File: src/rtl/bank_burst_sequencer.sv
// ---------------------------------------------------------------------------
// bank_burst_sequencer
//
// Purpose:
//   Accepts one read or write burst command at a time and plays it out as
//   BL consecutive beats onto the selected bank [bg][ba] of a multi-bank
//   device. Each beat drives the latched row, a column that wraps
//   sequentially inside the BL-aligned block, and the write strobe and data
//   for write bursts. Every other bank is held at zero. A new command can be
//   accepted on the last beat, so bursts can run back to back with no gap.
//
// Optional feature:
//   BURST_CHOP_EN - when defined, adds input cmd_bc4. A command accepted
//   with cmd_bc4=1 runs a 4-beat burst whose column wraps inside a 4-aligned
//   block. When undefined, every burst is BL beats and cmd_bc4 is absent.
//
// Ports:
//   clk          single clock, all state changes on its rising edge
//   rst_n        asynchronous active-low reset
//   cmd_valid    command offered
//   cmd_ready    command accepted when high together with cmd_valid
//   cmd_wr       1 = write burst, 0 = read burst
//   cmd_bg       target bank group
//   cmd_ba       target bank within the group
//   cmd_row      row address
//   cmd_col      start column
//   cmd_bc4      (BURST_CHOP_EN only) 4-beat burst chop
//   cmd_wdata    write burst, beat k at [k*DEVICE_WIDTH +: DEVICE_WIDTH]
//   rd_o_wr      per-bank write strobe
//   dqin         per-bank write data
//   row          per-bank row
//   column       per-bank column
//   beat_valid   a burst beat is driven this cycle
//   beat_idx     index of the current beat
//   burst_done   one-cycle pulse on the last beat
// ---------------------------------------------------------------------------
module bank_burst_sequencer #(
  parameter int BGWIDTH      = 2,
  parameter int BAWIDTH      = 2,
  parameter int ADDRWIDTH    = 17,
  parameter int COLWIDTH     = 10,
  parameter int DEVICE_WIDTH = 4,
  parameter int BL           = 8
) (
  input  logic                       clk,
  input  logic                       rst_n,
  input  logic                       cmd_valid,
  output logic                       cmd_ready,
  input  logic                       cmd_wr,
  input  logic [BGWIDTH-1:0]         cmd_bg,
  input  logic [BAWIDTH-1:0]         cmd_ba,
  input  logic [ADDRWIDTH-1:0]       cmd_row,
  input  logic [COLWIDTH-1:0]        cmd_col,
`ifdef BURST_CHOP_EN
  input  logic                       cmd_bc4,
`endif
  input  logic [DEVICE_WIDTH*BL-1:0] cmd_wdata,
  output logic                       rd_o_wr [(1<<BGWIDTH)][(1<<BAWIDTH)],
  output logic [DEVICE_WIDTH-1:0]    dqin    [(1<<BGWIDTH)][(1<<BAWIDTH)],
  output logic [ADDRWIDTH-1:0]       row     [(1<<BGWIDTH)][(1<<BAWIDTH)],
  output logic [COLWIDTH-1:0]        column  [(1<<BGWIDTH)][(1<<BAWIDTH)],
  output logic                       beat_valid,
  output logic [$clog2(BL)-1:0]      beat_idx,
  output logic                       burst_done
);

  localparam int BANKGROUPS    = 2**BGWIDTH;
  localparam int BANKSPERGROUP = 2**BAWIDTH;
  localparam int BLW           = $clog2(BL);

  typedef enum logic [0:0] {
    IDLE  = 1'b0,
    BURST = 1'b1
  } state_t;

  // Control state and the command fields captured on accept.
  state_t                    state_q, state_d;
  logic [BLW-1:0]            cnt_q, cnt_d;
  logic                      wr_q, wr_d;
  logic [BGWIDTH-1:0]        bg_q, bg_d;
  logic [BAWIDTH-1:0]        ba_q, ba_d;
  logic [ADDRWIDTH-1:0]      row_lat_q, row_lat_d;
  logic [COLWIDTH-1:0]       col_lat_q, col_lat_d;
  logic [DEVICE_WIDTH*BL-1:0] wdata_q, wdata_d;
  logic                      bc4_q, bc4_d;

  // Registered copies of every output so that beat 0 appears exactly one
  // cycle after the accept edge.
  logic                      bank_wr_q  [BANKGROUPS][BANKSPERGROUP];
  logic                      bank_wr_d  [BANKGROUPS][BANKSPERGROUP];
  logic [DEVICE_WIDTH-1:0]   bank_dq_q  [BANKGROUPS][BANKSPERGROUP];
  logic [DEVICE_WIDTH-1:0]   bank_dq_d  [BANKGROUPS][BANKSPERGROUP];
  logic [ADDRWIDTH-1:0]      bank_row_q [BANKGROUPS][BANKSPERGROUP];
  logic [ADDRWIDTH-1:0]      bank_row_d [BANKGROUPS][BANKSPERGROUP];
  logic [COLWIDTH-1:0]       bank_col_q [BANKGROUPS][BANKSPERGROUP];
  logic [COLWIDTH-1:0]       bank_col_d [BANKGROUPS][BANKSPERGROUP];
  logic                      beat_valid_q, beat_valid_d;
  logic [BLW-1:0]            beat_idx_q, beat_idx_d;
  logic                      burst_done_q, burst_done_d;

  logic                      cmd_bc4_in;
  logic                      last_beat;
  logic                      accept;

`ifdef BURST_CHOP_EN
  assign cmd_bc4_in = cmd_bc4;
`else
  assign cmd_bc4_in = 1'b0;
`endif

  // Index of the final beat: 3 for a chopped burst, BL-1 otherwise.
  function automatic logic [BLW-1:0] last_index(input logic bc4);
    return bc4 ? BLW'(3) : BLW'(BL - 1);
  endfunction

  // Column for beat k: upper bits kept, low bits advance and wrap inside
  // the 4- or BL-aligned block the start column belongs to.
  function automatic logic [COLWIDTH-1:0] beat_column(
    input logic [COLWIDTH-1:0] col,
    input logic [BLW-1:0]      k,
    input logic                bc4
  );
    logic [COLWIDTH-1:0] mask;
    mask = bc4 ? COLWIDTH'(3) : COLWIDTH'(BL - 1);
    return (col & ~mask) | ((col + COLWIDTH'(k)) & mask);
  endfunction

  // The ready window is purely a function of registered state, so it also
  // reads as 1 while reset holds the machine in IDLE.
  assign last_beat = (state_q == BURST) && (cnt_q == last_index(bc4_q));
  assign cmd_ready = (state_q == IDLE) || last_beat;
  assign accept    = cmd_valid && cmd_ready;

  // Next-state logic: an accept always wins and restarts the counter at 0,
  // which is what lets a command taken on the last beat follow seamlessly.
  always_comb begin
    state_d   = state_q;
    cnt_d     = cnt_q;
    wr_d      = wr_q;
    bg_d      = bg_q;
    ba_d      = ba_q;
    row_lat_d = row_lat_q;
    col_lat_d = col_lat_q;
    wdata_d   = wdata_q;
    bc4_d     = bc4_q;
    if (accept) begin
      state_d   = BURST;
      cnt_d     = '0;
      wr_d      = cmd_wr;
      bg_d      = cmd_bg;
      ba_d      = cmd_ba;
      row_lat_d = cmd_row;
      col_lat_d = cmd_col;
      wdata_d   = cmd_wdata;
      bc4_d     = cmd_bc4_in;
    end else if (state_q == BURST) begin
      if (last_beat) begin
        state_d = IDLE;
        cnt_d   = '0;
      end else begin
        cnt_d = cnt_q + 1'b1;
      end
    end
  end

  // Output values for the beat that will be visible after this edge. They
  // are built from the next-state values so the outputs stay registered.
  always_comb begin
    for (int g = 0; g < BANKGROUPS; g++) begin
      for (int b = 0; b < BANKSPERGROUP; b++) begin
        bank_wr_d[g][b]  = 1'b0;
        bank_dq_d[g][b]  = '0;
        bank_row_d[g][b] = '0;
        bank_col_d[g][b] = '0;
      end
    end
    beat_valid_d = 1'b0;
    beat_idx_d   = '0;
    burst_done_d = 1'b0;
    if (state_d == BURST) begin
      beat_valid_d = 1'b1;
      beat_idx_d   = cnt_d;
      burst_done_d = (cnt_d == last_index(bc4_d));
      bank_wr_d[bg_d][ba_d]  = wr_d;
      bank_dq_d[bg_d][ba_d]  = wr_d ? wdata_d[int'(cnt_d)*DEVICE_WIDTH +: DEVICE_WIDTH]
                                    : '0;
      bank_row_d[bg_d][ba_d] = row_lat_d;
      bank_col_d[bg_d][ba_d] = beat_column(col_lat_d, cnt_d, bc4_d);
    end
  end

  // Control and command-capture registers.
  always_ff @(posedge clk or negedge rst_n) begin
    if (!rst_n) begin
      state_q   <= IDLE;
      cnt_q     <= '0;
      wr_q      <= 1'b0;
      bg_q      <= '0;
      ba_q      <= '0;
      row_lat_q <= '0;
      col_lat_q <= '0;
      wdata_q   <= '0;
      bc4_q     <= 1'b0;
    end else begin
      state_q   <= state_d;
      cnt_q     <= cnt_d;
      wr_q      <= wr_d;
      bg_q      <= bg_d;
      ba_q      <= ba_d;
      row_lat_q <= row_lat_d;
      col_lat_q <= col_lat_d;
      wdata_q   <= wdata_d;
      bc4_q     <= bc4_d;
    end
  end

  // Output registers; reset clears every bank at once, abandoning any burst.
  always_ff @(posedge clk or negedge rst_n) begin
    if (!rst_n) begin
      for (int g = 0; g < BANKGROUPS; g++) begin
        for (int b = 0; b < BANKSPERGROUP; b++) begin
          bank_wr_q[g][b]  <= 1'b0;
          bank_dq_q[g][b]  <= '0;
          bank_row_q[g][b] <= '0;
          bank_col_q[g][b] <= '0;
        end
      end
      beat_valid_q <= 1'b0;
      beat_idx_q   <= '0;
      burst_done_q <= 1'b0;
    end else begin
      for (int g = 0; g < BANKGROUPS; g++) begin
        for (int b = 0; b < BANKSPERGROUP; b++) begin
          bank_wr_q[g][b]  <= bank_wr_d[g][b];
          bank_dq_q[g][b]  <= bank_dq_d[g][b];
          bank_row_q[g][b] <= bank_row_d[g][b];
          bank_col_q[g][b] <= bank_col_d[g][b];
        end
      end
      beat_valid_q <= beat_valid_d;
      beat_idx_q   <= beat_idx_d;
      burst_done_q <= burst_done_d;
    end
  end

  assign rd_o_wr    = bank_wr_q;
  assign dqin       = bank_dq_q;
  assign row        = bank_row_q;
  assign column     = bank_col_q;
  assign beat_valid = beat_valid_q;
  assign beat_idx   = beat_idx_q;
  assign burst_done = burst_done_q;

endmodule
File: config.mk
export PLATFORM = sky130hd
export DESIGN_NAME = bank_burst_sequencer
export DESIGN_NICKNAME = d
export VERILOG_FILES = /design/src/rtl/bank_burst_sequencer.sv
export SDC_FILE = /design/constraint.sdc
export NUM_CORES = 1
export LEC_CHECK = 0
export ABC_AREA = 1
export BUFFER_PORTS_ARGS = -buffer_cell sky130_fd_sc_hd__buf_2
export CAP_MARGIN = 25
export CELL_PAD_IN_SITES_DETAIL_PLACEMENT = 0
export CELL_PAD_IN_SITES_GLOBAL_PLACEMENT = 1
export CORE_UTILIZATION = 35
export CTS_CLUSTER_DIAMETER = 30
export DETAILED_ROUTE_END_ITERATION = 10
export GPL_TIMING_DRIVEN = 0
export PLACE_DENSITY_LB_ADDON = 0.2
export SYNTH_ARGS = -nofsm -noshare
export SYNTH_HDL_FRONTEND = slang
export SYNTH_SLANG_ARGS = --single-unit
File: constraint.sdc
create_clock -name clk -period 6.6 [get_ports clk]
set_input_delay 0.33 -clock clk [delete_from_list [all_inputs] [get_ports clk]]
set_output_delay 0.33 -clock clk [all_outputs]
set_load 0.1 [all_outputs]
Yosys cells after proc, flatten, opt, wreduce, memory -nomap -nowiden
Cells that the tools add are included.

Register bits: 586. Input bits: 67.

$lt $le $gt $ge: 4. Shifts and indexed selects: 1. Add/sub/neg operators: 2. Bitwise gates (word level): 11. Eq/ne operators: 2. Muxes and demuxes: 40. Reduce and logical (&&, ||, !) cells: 5.

Operators by type and width (number): 272-bit bitwise AND (1); 272-bit 2-to-1 mux (1); 160-bit bitwise AND (1); 160-bit 2-to-1 mux (1); 68-bit demux with 2-bit select (1); 40-bit demux with 2-bit select (1); 68-bit 2-to-1 mux (1); 64-bit bitwise AND (1); 64-bit 2-to-1 mux (1); 40-bit 2-to-1 mux (1); 17-bit demux with 2-bit select (1); 17-bit 2-to-1 mux (2); 16-bit demux with 2-bit select (1); 16-bit 2-to-1 mux (2); 32-bit 2-to-1 mux (1); 32-bit by 6-bit variable part select with 4-bit output (1); 3-bit 2-to-1 mux (7); 10-bit demux with 2-bit select (1); 10-bit 2-to-1 mux (2); 16-bit bitwise AND (1); 4-bit demux with 2-bit select (2); 4-bit 2-to-1 mux (3); 10-bit by 3-bit adder with 10-bit output (1); 10-bit bitwise AND (1); 14 further kinds (29).

Longest topological paths before layout
Gate-level depths: netlist of the first run.

Word-level depth: 15. Gate-level depth with buffers: 20. Mapped depth without buffers: 17.

Least setup slack after synthesis of the first run
No wires, ideal clock.

Path type: register to register. From: register beat_valid (netlist name). To: register bank_col_q (netlist bit column[101]). Required time: 6468 ps. Stages on the path, launching flop included: 14. Arrival: 3155 ps. Setup slack: 3313 ps. Buffers on the path: 5. Cell sequence: dfrtp_1 nand2_2 nand2_4 buf_6 buf_6 buf_6 nand2_1 nand2_1 ha_1 inv_1 fa_1 buf_1 clkbuf_1 nor2_1.

RTL lines: end signal, assigned by index (RTL line 237) `bank_col_q[g][b] <= bank_col_d[g][b];`; end, declared (RTL line 95) `logic [COLWIDTH-1:0] bank_col_q [BANKGROUPS][BANKSPERGROUP];`.

==> results by group, run 1 <==
Status
  • Status: finished clean

Logic synthesis
  • Post-synth top cells: dfrtp_1, nor2_1, inv_1
  • Simple-gate share of the synthesized area: 17.9%
  • Synthesis Warnings: 0
  • Mux share of post-synthesis cell area: 0%
  • Mapped Area: 19600 um^2
  • Syn_area_per_cell: 12.1 um^2
  • Synth Area in Compound Gates: 1.30%
  • Adder-cell share of the synthesized area: 0.230%
  • Yosys top cell by area: dfrtp_1
  • Seq/Total Area, Yosys: 74.7%
  • #FFs+latches synth: 585
  • Synth top area share: 74.7%
  • Synth Area in XOR/XNOR: 0.0447%
  • Cell variety after synth: 33
  • Post-synth EDFFs: 0
  • Count leader, synth: dfrtp_1
  • Top_reg_cell synth: dfrtp_1
  • Syn Nets: 1689
  • Combinational family with the most area after synthesis: simple AND/OR/NAND/NOR gates
  • Async S/R FF share, synth: 100%
  • Top post-synthesis cells by area: dfrtp_1, nor2_1, inv_1
  • Post-Syn Instances: 1619

Final layout
  • Layout Cells excl Fill: 3202
  • Final net count: 2414
  • Share of cells above drive strength 1: 40.6%
  • Fin util: 51.0%
  • Filler Cell Count: 5010
  • Area Growth Syn to Fin: 43.5%

Setup path
  • Reg-to-reg startpoint: cnt_q[0]$_DFF_PN0_
  • Worst setup SP type: flop
  • CP delay by family, top: buffers and inverters
  • CP bufs+invs: 6
  • CP endpoint kind: flop
  • Worst reg2reg setup slack: 3.09 ns
  • Slowest cell on crit path: fa_1
  • Reg2reg end: column[141]$_DFF_PN0_
  • Reg2reg path depth: 15
  • Setup CP Type: flop to flop
  • Worst path max stage delay: 0.53 ns
  • Arr. time, crit path: 4.01 ns
  • CP dominant cell by count: buf_6
  • Critical Path RT: 7.11 ns
  • Critical-path cell list: ha_1, nand3_2, nand2_2, nand2_4, buf_6, buf_6, buf_6, nand2_1, nand2_1, ha_1, inv_1, fa_1, buf_1, clkbuf_1, nor2_1
  • Crit path max fanout: 10

CTS
  • TritonCTS buffer count: 120
  • Clock Pin Slew Worst Setup and Hold Paths: 0.05 ns
  • CTS sink count: 585
  • Skew-Pair Late Insertion Delay: 0.66 ns
  • CTS tree: done
  • H-tree level count: 3
  • Clk root buf: clkbuf_16
  • # resized after CTS: 0
  • Clock buffer depth: 3

Global routing
  • Initial antenna violation count: 6
  • GR Overflow Total: 0
  • Vias in the first global route: 14800
  • First-pass GRT wire length: 95400 um
  • Gr usage total: 23.0%
  • Largest net degree at the start of global routing: 130

Die
  • Num rows: 86
  • Die footprint: 57000 um^2
  • Die span in x: 239 um
  • Die Span Y: 239 um
  • Core area: 55200 um^2
  • I/O pin cnt: 585
  • Initial core utilization: 35.5%

Hold path
  • Hold path start: cmd_wdata[24]
  • Min-delay worst type: input port to flop
  • Hold Path Depth: 3
  • Worst Hold End: wdata_q[24]$_DFF_PN0_

Drt
  • DRT Pass-1 Iters: 4
  • DR WL/cell: 20.4 um
  • Total Wirelength: 65200 um
  • DR iter-0 viols: 584
  • Via count: 14200
  • DRT antenna net count: 0
  • # DRC: 0
  • Via/cell ratio: 4.43

Timing
  • Tcrit/Tclk final: 53.1%
  • Least-Margin Pin Slew: 0.658 ns
  • Final Hold Vio Count: 0
  • Min cycle time layout: 3.51 ns
  • FMAX: 0.285 GHz
  • Skew final: 0.0349 ns
  • Count of final max-slew check failures: 0
  • Worst hold slack: 0.0441 ns
  • Worst setup margin: 3.09 ns
  • Slew HR: 56.2%
  • Final setup vio count: 0
  • RSZ-0062 raised after global routing: no

Place
  • I/O Buffers: 583
  • Placed cells: 2955
  • HPWL reported at the end of detailed placement: 45800 um
  • Setup WS pre-CTS: 3.05 ns
  • Final Wtd Congestion: 0.822

Flow run
  • Max Cap Violations: 0
worst register-to-register path, cell delays in order (launching register included):
cell	delay (ns)
dfrtp_1	0.41
ha_1	0.24
nand3_2	0.09
nand2_2	0.08
nand2_4	0.16
buf_6	0.20
buf_6	0.20
buf_6	0.21
nand2_1	0.07
nand2_1	0.10
ha_1	0.15
inv_1	0.05
fa_1	0.53
buf_1	0.30
clkbuf_1	0.47
nor2_1	0.11
cell usage in the layout (no fill, tap or decap), types with 15 or more instances in the layout:
cell type	Yosys	layout
dlygate4sd3_1	0	15
clkbuf_1	3	18
inv_2	17	17
bufinv_16	0	24
and2_1	32	32
nand3_1	69	69
or2_2	24	24
inv_1	118	118
nand2_1	99	99
buf_6	24	24
dfrtp_1	585	585
o21ai_2	25	25
clkbuf_16	0	120
inv_6	0	19
buf_4	27	27
nand2_2	15	15
nor2_1	486	486
buf_2	29	611
clkinv_2	0	21
logic make-up (layout without fill, tap and decap cells):
kind of cell	count (synthesis)	after routing
compound gates	32	32
xor+xnor	1	1
fa+ha+maj	3	3
buf+inv	222	1054
flops	585	585
other cells	0	3
simple gates	776	776
worst max-delay path by stage:
stage | from | end | slack [ns] | cells past startpoint
floorplan | beat_valid$_DFF_PN0_ | column[101]$_DFF_PN0_ | 3.31 | 13
global placement | rst_n | wdata_q[11]$_DFF_PN0_ | -6.51 | 1
detailed placement | cnt_q[0]$_DFF_PN0_ | column[141]$_DFF_PN0_ | 3.05 | 15
CTS | cnt_q[0]$_DFF_PN0_ | column[141]$_DFF_PN0_ | 3.04 | 15
global route | cnt_q[0]$_DFF_PN0_ | column[141]$_DFF_PN0_ | 2.84 | 15
finish | cnt_q[0]$_DFF_PN0_ | column[141]$_DFF_PN0_ | 3.09 | 15
cell type report:
cell class	count	area, um^2	area share [%]
sequential	585	14600	52.0
multi-input combinational	812	3820	13.6
timing repair buffer	603	3220	11.4
clock buffer	144	3180	11.3
clock inverter	85	1190	4.23
tap	748	936	3.33
buffer	86	641	2.28
inverter	136	510	1.81
antenna	3	7.51	0.0267
repair_timing:
item                                   in CTS  in global routing
setup buffers                               0                  0
hold buffers                               15                  0
endpoints found under the hold margin     242                  0
flip-flops by register name (all words and copies together), names as in the netlist:
signal and cells:
bg_q 2, ba_q 2, bc4_q 1, col_lat_q 10, wr_q 1, column 160, cnt_q 3, dqin 64
beat_valid 1, row 272, burst_done 1, row_lat_q 17, rd_o_wr 16, wdata_q 32, beat_idx 3
routing by layer:
metal	vias to the layer above	global-route usage (%)	share of wire (%)
li1	6385	-	-
met1	7156	27.9	40
met2	506	37.3	49
met3	121	7.45	7.5
met4	4	10.2	3.4
met5	-	0	0.049
through the flow:
stage	TNS (ns)	instance area, um^2
after floorplan	0	19600
after global placement	-3771.76	23500
after detailed placement	0	23600
after CTS	0	28100
after global routing	0	28100
final	0	28100
Power of run 1 is not shown: default switching activity piles up to over one toggle a cycle in this logic, so the estimate is an artifact.
==> inputs of run 2 (changes only) <==
==> constraint.sdc (replaced) <==
create_clock -name clk -period 3.5 [get_ports clk]
set_input_delay 0.175 -clock clk [delete_from_list [all_inputs] [get_ports clk]]
set_output_delay 0.175 -clock clk [all_outputs]
set_load 0.1 [all_outputs]
==> results by group, run 2 (synthesis gave the netlist of run 1 again) <==
Global routing
  • First-pass GRT wire length: 96500 um (+1.1%)
  • Initial antenna violation count: 2 (-4)
  • Largest net degree at the start of global routing: 130 (unchanged)
  • Gr usage total: 23.2% (+0.20 points)
  • GR Overflow Total: 0 (unchanged)
  • Vias in the first global route: 15000 (+1.7%)

Timing
  • RSZ-0062 raised after global routing: no
  • Final Hold Vio Count: 0 (unchanged)
  • Setup_tns: 0 ns (unchanged)
  • Min cycle time layout: 3.10 ns (-0.400 ns)
  • Least-Margin Pin Slew: 0.669 ns (+0.0112 ns)
  • Final setup vio count: 0 (unchanged)
  • Tcrit/Tclk final: 88.7% (+36 points)
  • Count of final max-slew check failures: 0 (unchanged)
  • Slew HR: 55.4% (-0.74 points)
  • FMAX: 0.322 GHz (+13%)
  • Skew final: 0.0354 ns (+0.000426 ns)

Final layout
  • Commonest non-fill, non-tap cell in the layout: buf_2
  • Register Area: 14600 um^2 (unchanged)
  • Max reg flops: 272 (unchanged)
  • Fin util: 51.9% (+0.92 points)
  • Area Growth Syn to Fin: 46.1%
  • Number of inserted diodes: 0 (-3)
  • Share of cells above drive strength 1: 39.8% (-0.77 points)
  • Most frequent cells in the layout: buf_2, dfrtp_1, nor2_1
  • Final net count: 2464 (+2.1%)
  • Filler Cell Count: 4963 (-0.94%)
  • Footprint of the multi-input gates: 3820 um^2 (unchanged)

Setup path
  • Arr. time, crit path: 3.65 ns (-0.36 ns)
  • Worst path max stage delay: 0.41 ns (-0.12 ns)
  • Setup CP Type: flop to flop
  • Slowest cell on crit path: dfrtp_1
  • CP dominant cell by count: nand2_1
  • Worst setup SP type: flop
  • Critical-path cell list: ha_1, nand3_2, nand2_2, nand2_4, buf_6, buf_6, nand2_1, nand2_1, ha_1, inv_1, fa_1, xor2_1, nand2_1, nand2_1, nand2_1, buf_4, nand2_1, inv_1
  • CP endpoint kind: flop
  • Crit path max fanout: 19 (+9)
  • Critical Path RT: 4.05 ns (-3.06 ns)

Die
  • Core area: 55200 um^2 (unchanged)
  • I/O pin cnt: 585 (unchanged)
  • Num rows: 86 (unchanged)
  • Die span in x: 239 um (unchanged)
  • Die Span Y: 239 um (unchanged)
  • Die footprint: 57000 um^2 (unchanged)
  • Initial core utilization: 35.5% (unchanged)

CTS
  • Post-CTS Repair Setup Buffers: 0 (unchanged)
  • Clock buffer depth: 3 (unchanged)
  • CTS sink count: 585 (unchanged)
  • TritonCTS buffer count: 120 (unchanged)
  • Clock Pin Slew Worst Setup and Hold Paths: 0.05 ns (about the same)
  • Clk root buf: clkbuf_16
  • CTS tree: done
  • Skew-Pair Late Insertion Delay: 0.66 ns (about the same)
  • H-tree level count: 3 (unchanged)

Drt
  • DR iter-0 viols: 638 (+9.2%)
  • DRT Pass-1 Iters: 5 (+1)
  • # DRC: 0 (unchanged)
  • Via/cell ratio: 4.42 (-0.21%)
  • Via count: 14400 (+1.3%)
  • DR WL/cell: 20.2 um (-0.90%)
  • DRT antenna net count: 0 (unchanged)
  • Total Wirelength: 65500 um (+0.55%)

Flow run
  • Max Cap Violations: 0 (unchanged)

Hold path
  • Min-delay worst type: input port to flop

Place
  • Final Wtd Congestion: 0.822 (unchanged)
  • I/O Buffers: 583 (unchanged)
  • HPWL reported at the end of detailed placement: 45800 um (unchanged)

Status
  • Status: finished clean
-- run 2: timing repair --
| action | 4_1_cts | 5_1_grt |
|---|---|---|
| setup endpoints to repair | 10 | 11 |
| hold buffers | 67 | 0 |
| gates cloned | 0 | 0 |
| resized for setup | 1 | 0 |
| hold endpoints to repair | 554 | 0 |
-- run 2: through the flow --
step	area, um^2	instances	setup slack, ns	hold WS (ns)
final	28600	3249	0.395	0.0789
after global routing	28600	3249	0.0893	0.0972
after CTS	28700	3251	0.116	0.0350
after detailed placement	23600	2955	-0.0458	0.0689
after global placement	23500	2950	-9.46	0.416
after floorplan	19600	1619	0.213	-0.121
-- run 2: final timing paths --
check | slack (ns) | end | startpoint | cells after the start
max in group asynchronous | 2.18 | column[25]$_DFF_PN0_ | rst_n | 4
worst max-delay path | 0.40 | column[62]$_DFF_PN0_ | cnt_q[0]$_DFF_PN0_ | 18
worst min-delay path | 0.08 | wr_q$_DFF_PN0_ | cmd_wr | 4
min in group asynchronous | 0.11 | row[166]$_DFF_PN0_ | rst_n | 3
worst min register to register | 0.50 | col_lat_q[2]$_DFF_PN0_ | col_lat_q[2]$_DFF_PN0_ | 2
worst max register to register | 0.40 | column[62]$_DFF_PN0_ | cnt_q[0]$_DFF_PN0_ | 18
-- run 2: area by class of cell --
type / instances / area share [%]
Tap cell: 748 / 3.27
Sequential cell: 585 / 51.1
Clock inverter: 85 / 4.16
Multi-Input combinational cell: 812 / 13.3
Inverter: 136 / 1.78
Clock buffer: 144 / 11.1
Buffer: 84 / 2.19
Timing Repair Buffer: 655 / 13.1
-- run 2: routing by layer --
layer	track usage (%)	share of wire [%]	routed length, um
met3	7.30	7.3	4790
met2	37.6	49	32200
met1	28.3	40	26200
met4	10.3	3.6	2340
met5	0	0.020	13
-- run 2: worst max-delay path: cells and delay by family, from the launching register on --
family | cells | cell delay, ns
xor gates and xnor gates | 1 | 0.21
DFF | 1 | 0.41
and+or+nand+nor | 9 | 0.84
adders and majority gates | 3 | 0.79
buffers and inverters | 5 | 0.75
Power of run 2 is left out for the same reason.
==> inputs of run 3 (changes only) <==
--- a/config.mk
+++ b/config.mk
@@ -5,7 +5,7 @@
 export SDC_FILE = /design/constraint.sdc
 export NUM_CORES = 1
 export LEC_CHECK = 0
-export ABC_AREA = 1
+export ABC_CLOCK_PERIOD_IN_PS = 3500
 export BUFFER_PORTS_ARGS = -buffer_cell sky130_fd_sc_hd__buf_2
 export CAP_MARGIN = 25
 export CELL_PAD_IN_SITES_DETAIL_PLACEMENT = 0
==> results by group, run 3 <==
Status
  • Status: finished clean

CTS
  • Clock buffer depth: 3 (unchanged)
  • Clk root buf: clkbuf_16
  • TritonCTS buffer count: 113 (-5.8%)
  • Skew-Pair Late Insertion Delay: 0.65 ns (about the same)
  • CTS sink count: 585 (unchanged)
  • Clock Pin Slew Worst Setup and Hold Paths: 0.05 ns (about the same)
  • H-tree level count: 3 (unchanged)
  • CTS tree: done

Setup path
  • Reg2reg path depth: 18 (unchanged)
  • CP delay by family, top: buffers and inverters
  • Worst path max stage delay: 0.42 ns (about the same)
  • Levels on crit path: 18 (unchanged)
  • Crit path max fanout: 10 (-9)
  • Critical-path cell list: ha_1, clkbuf_4, nand2_4, o21a_1, buf_6, buf_12, clkbuf_8, nand2_1, nand2_1, ha_1, inv_1, fa_1, a21boi_0, a21oi_2, xor2_2, buf_4, buf_4, nor2_1
  • CP endpoint kind: flop
  • Worst setup SP type: flop
  • Critical Path RT: 4.02 ns (-0.03 ns)
  • Slowest cell on crit path: dfrtp_2
  • CP bufs+invs: 7 (+2)
  • Worst Setup SP: cnt_q[0]$_DFF_PN0_
  • Reg-to-reg startpoint: cnt_q[0]$_DFF_PN0_
  • Reg2reg end: column[112]$_DFF_PN0_
  • Setup CP Type: flop to flop
  • Worst reg2reg setup slack: 0.17 ns (-0.22 ns)
  • CP Capture Point: column[112]$_DFF_PN0_
  • Arr. time, crit path: 3.85 ns (+0.20 ns)

Final layout
  • Most frequent cells in the layout: buf_2, dfrtp_1, nor2_1
  • Max reg flops: 272 (unchanged)
  • Share of cells above drive strength 1: 39.8% (about the same)
  • Fin util: 51.9% (about the same)
  • Filler Cell Count: 4845 (-2.4%)
  • Area Growth Syn to Fin: 45.5%
  • Final net count: 2356 (-4.4%)
  • Layout Cells excl Fill: 3081 (-5.2%)
  • Commonest non-fill, non-tap cell in the layout: buf_2

Logic synthesis
  • Mux share of post-synthesis cell area: 2.58% (+2.6 points)
  • Post-Syn Instances: 1510 (-6.7%)
  • Synth Area in XOR/XNOR: 0.259% (+0.21 points)
  • Seq/Total Area, Yosys: 75.7% (+1.0 points)
  • Simple-gate share of the synthesized area: 14.0% (-3.8 points)
  • Cell variety after synth: 63 (+91%)
  • Yosys top cell by area: dfrtp_1
  • Syn_area_per_cell: 12.8 um^2 (+5.8%)
  • Async S/R FF share, synth: 100% (unchanged)
  • Mapped Area: 19300 um^2 (-1.3%)
  • Combinational family with the most area after synthesis: simple AND/OR/NAND/NOR gates
  • Adder-cell share of the synthesized area: 0.233% (+0.0031 points)
  • Synthesis Warnings: 0 (unchanged)
  • Syn Nets: 1580 (-6.5%)
  • Count leader, synth: dfrtp_1
  • Top_reg_cell synth: dfrtp_1
  • #FFs+latches synth: 585 (unchanged)
  • Post-synth top cells: dfrtp_1, nor2_1, nand2_1
  • Top post-synthesis cells by area: dfrtp_1, nor2_1, nand2_1
  • Synth top area share: 75.7% (+1.0 points)
  • Synth Area in Compound Gates: 3.32% (+2.0 points)
  • Post-synth EDFFs: 0 (unchanged)

Timing
  • FMAX: 0.301 GHz (-6.7%)
  • Count of final max-slew check failures: 0 (unchanged)
  • RSZ-0062 raised after global routing: no
  • Least-Margin Pin Slew: 1.01 ns (+0.338 ns)
  • Slew HR: 32.7% (-23 points)
  • Min cycle time layout: 3.33 ns (+0.222 ns)
  • Final setup vio count: 0 (unchanged)
  • Final Hold Vio Count: 0 (unchanged)
  • Skew final: 0.0236 ns (-0.0117 ns)
  • Tcrit/Tclk final: 95.0% (+6.3 points)
  • Worst hold slack: 0.0384 ns (-0.0405 ns)

Place
  • HPWL reported at the end of detailed placement: 46600 um (+1.6%)
  • Final Wtd Congestion: 0.872 (+6.1%)
  • Placed cells: 2795 (-5.4%)
  • I/O Buffers: 582 (-0.17%)

Die
  • Initial core utilization: 35.7% (+0.15 points)
  • I/O pin cnt: 585 (unchanged)
  • Die footprint: 56200 um^2 (-1.3%)
  • Die Span Y: 237 um (-0.66%)
  • Core area: 54200 um^2 (-1.7%)
  • Num rows: 85 (-1.2%)
  • Die span in x: 237 um (-0.66%)

Drt
  • DR WL/cell: 21.1 um (+4.8%)
  • Via count: 13800 (-3.5%)
  • Via/cell ratio: 4.49 (+1.8%)
  • DRT Pass-1 Iters: 4 (-1)
  • DRT antenna net count: 0 (unchanged)
  • Total Wirelength: 65100 um (-0.63%)
  • DR iter-0 viols: 596 (-6.6%)
  • # DRC: 0 (unchanged)

Global routing
  • Initial antenna violation count: 3 (+1)
  • Gr usage total: 23.3% (+0.12 points)
  • Vias in the first global route: 14500 (-3.4%)
  • GR Overflow Total: 0 (unchanged)
  • First-pass GRT wire length: 95300 um (-1.2%)
  • Largest net degree at the start of global routing: 122 (-6.2%)

Flow run
  • Max Cap Violations: 0 (unchanged)

Hold path
  • Hold path start: cmd_row[2]
  • Min-delay worst type: input port to flop
-- run 3: cell families (layout without fill, tap and decap cells) --
family | after synthesis | after routing
adders and majority gates | 3 | 3
xor gates and xnor gates | 4 | 4
other | 0 | 1
and+or+nand+nor | 671 | 671
muxes | 32 | 32
buffers and inverters | 150 | 1024
DFF | 585 | 585
AOI/OAI and AO/OA | 65 | 65
-- run 3: worst min path at each step --
stage | end | slack (ns) | depth (start not counted)
2_1_floorplan | ba_q[0]$_DFF_PN0_ | -0.12 | 0
3_3_place_gp | wdata_q[14]$_DFF_PN0_ | 0.37 | 3
3_5_place_dp | column[4]$_DFF_PN0_ | 0.18 | 1
4_1_cts | row[36]$_DFF_PN0_ | 0.005 | 3
5_1_grt | row[70]$_DFF_PN0_ | 0.04 | 3
6_report | row[36]$_DFF_PN0_ | 0.04 | 3
-- run 3: what timing repair did --
item / CTS / global route
hold buffers: 63 / 0
resized for setup: 16 / 9
endpoints found under the hold margin: 316 / 0
endpoints found under the setup margin: 42 / 36
buffers inserted: 4 / 7
cloned: 0 / 1
pin swaps: 3 / 2
-- run 3: routing by layer --
layer / vias up / share of wire [%] / track usage, % / wire, um
met4: 2 / 3.0 / 8.97 / 1980
met2: 515 / 48 / 37.6 / 31400
li1: 6280 / - / - / -
met3: 108 / 8.1 / 7.41 / 5250
met5: - / 0.012 / 0 / 8
met1: 6944 / 41 / 29.2 / 26500
-- run 3: metrics by stage --
stage               setup slack (ns)  setup TNS (ns)  cell area [um^2]
global placement              -11.32        -5497.55             23100
finish                         0.174               0             28100
global route                 0.00317               0             28100
CTS                          0.00869               0             28100
detailed placement             -1.03          -30.50             23300
floorplan                     0.0680               0             19300
-- run 3: layout make-up --
type | instances | area [um^2] | area share (%)
sequential | 585 | 14600 | 52.0
antenna | 1 | 2.50 | 0.00889
inverter | 54 | 205 | 0.729
tap | 696 | 871 | 3.09
buffer | 93 | 577 | 2.05
clock buffer | 143 | 3130 | 11.1
clock inverter | 70 | 927 | 3.29
timing repair buffer | 664 | 3810 | 13.5
multi-input combinational | 775 | 3980 | 14.2
-- run 3: worst reg2reg max path, stage by stage, from the launching register on --
cell and delay [ns]:
dfrtp_2 0.42, ha_1 0.20, clkbuf_4 0.18, nand2_4 0.10, o21a_1 0.13, buf_6 0.15, buf_12 0.13, clkbuf_8 0.17
nand2_1 0.06, nand2_1 0.08, ha_1 0.15, inv_1 0.06, fa_1 0.42, a21boi_0 0.16, a21oi_2 0.29, xor2_2 0.15
buf_4 0.15, buf_4 0.16, nor2_1 0.05
Power of run 3 is left out for the same reason.
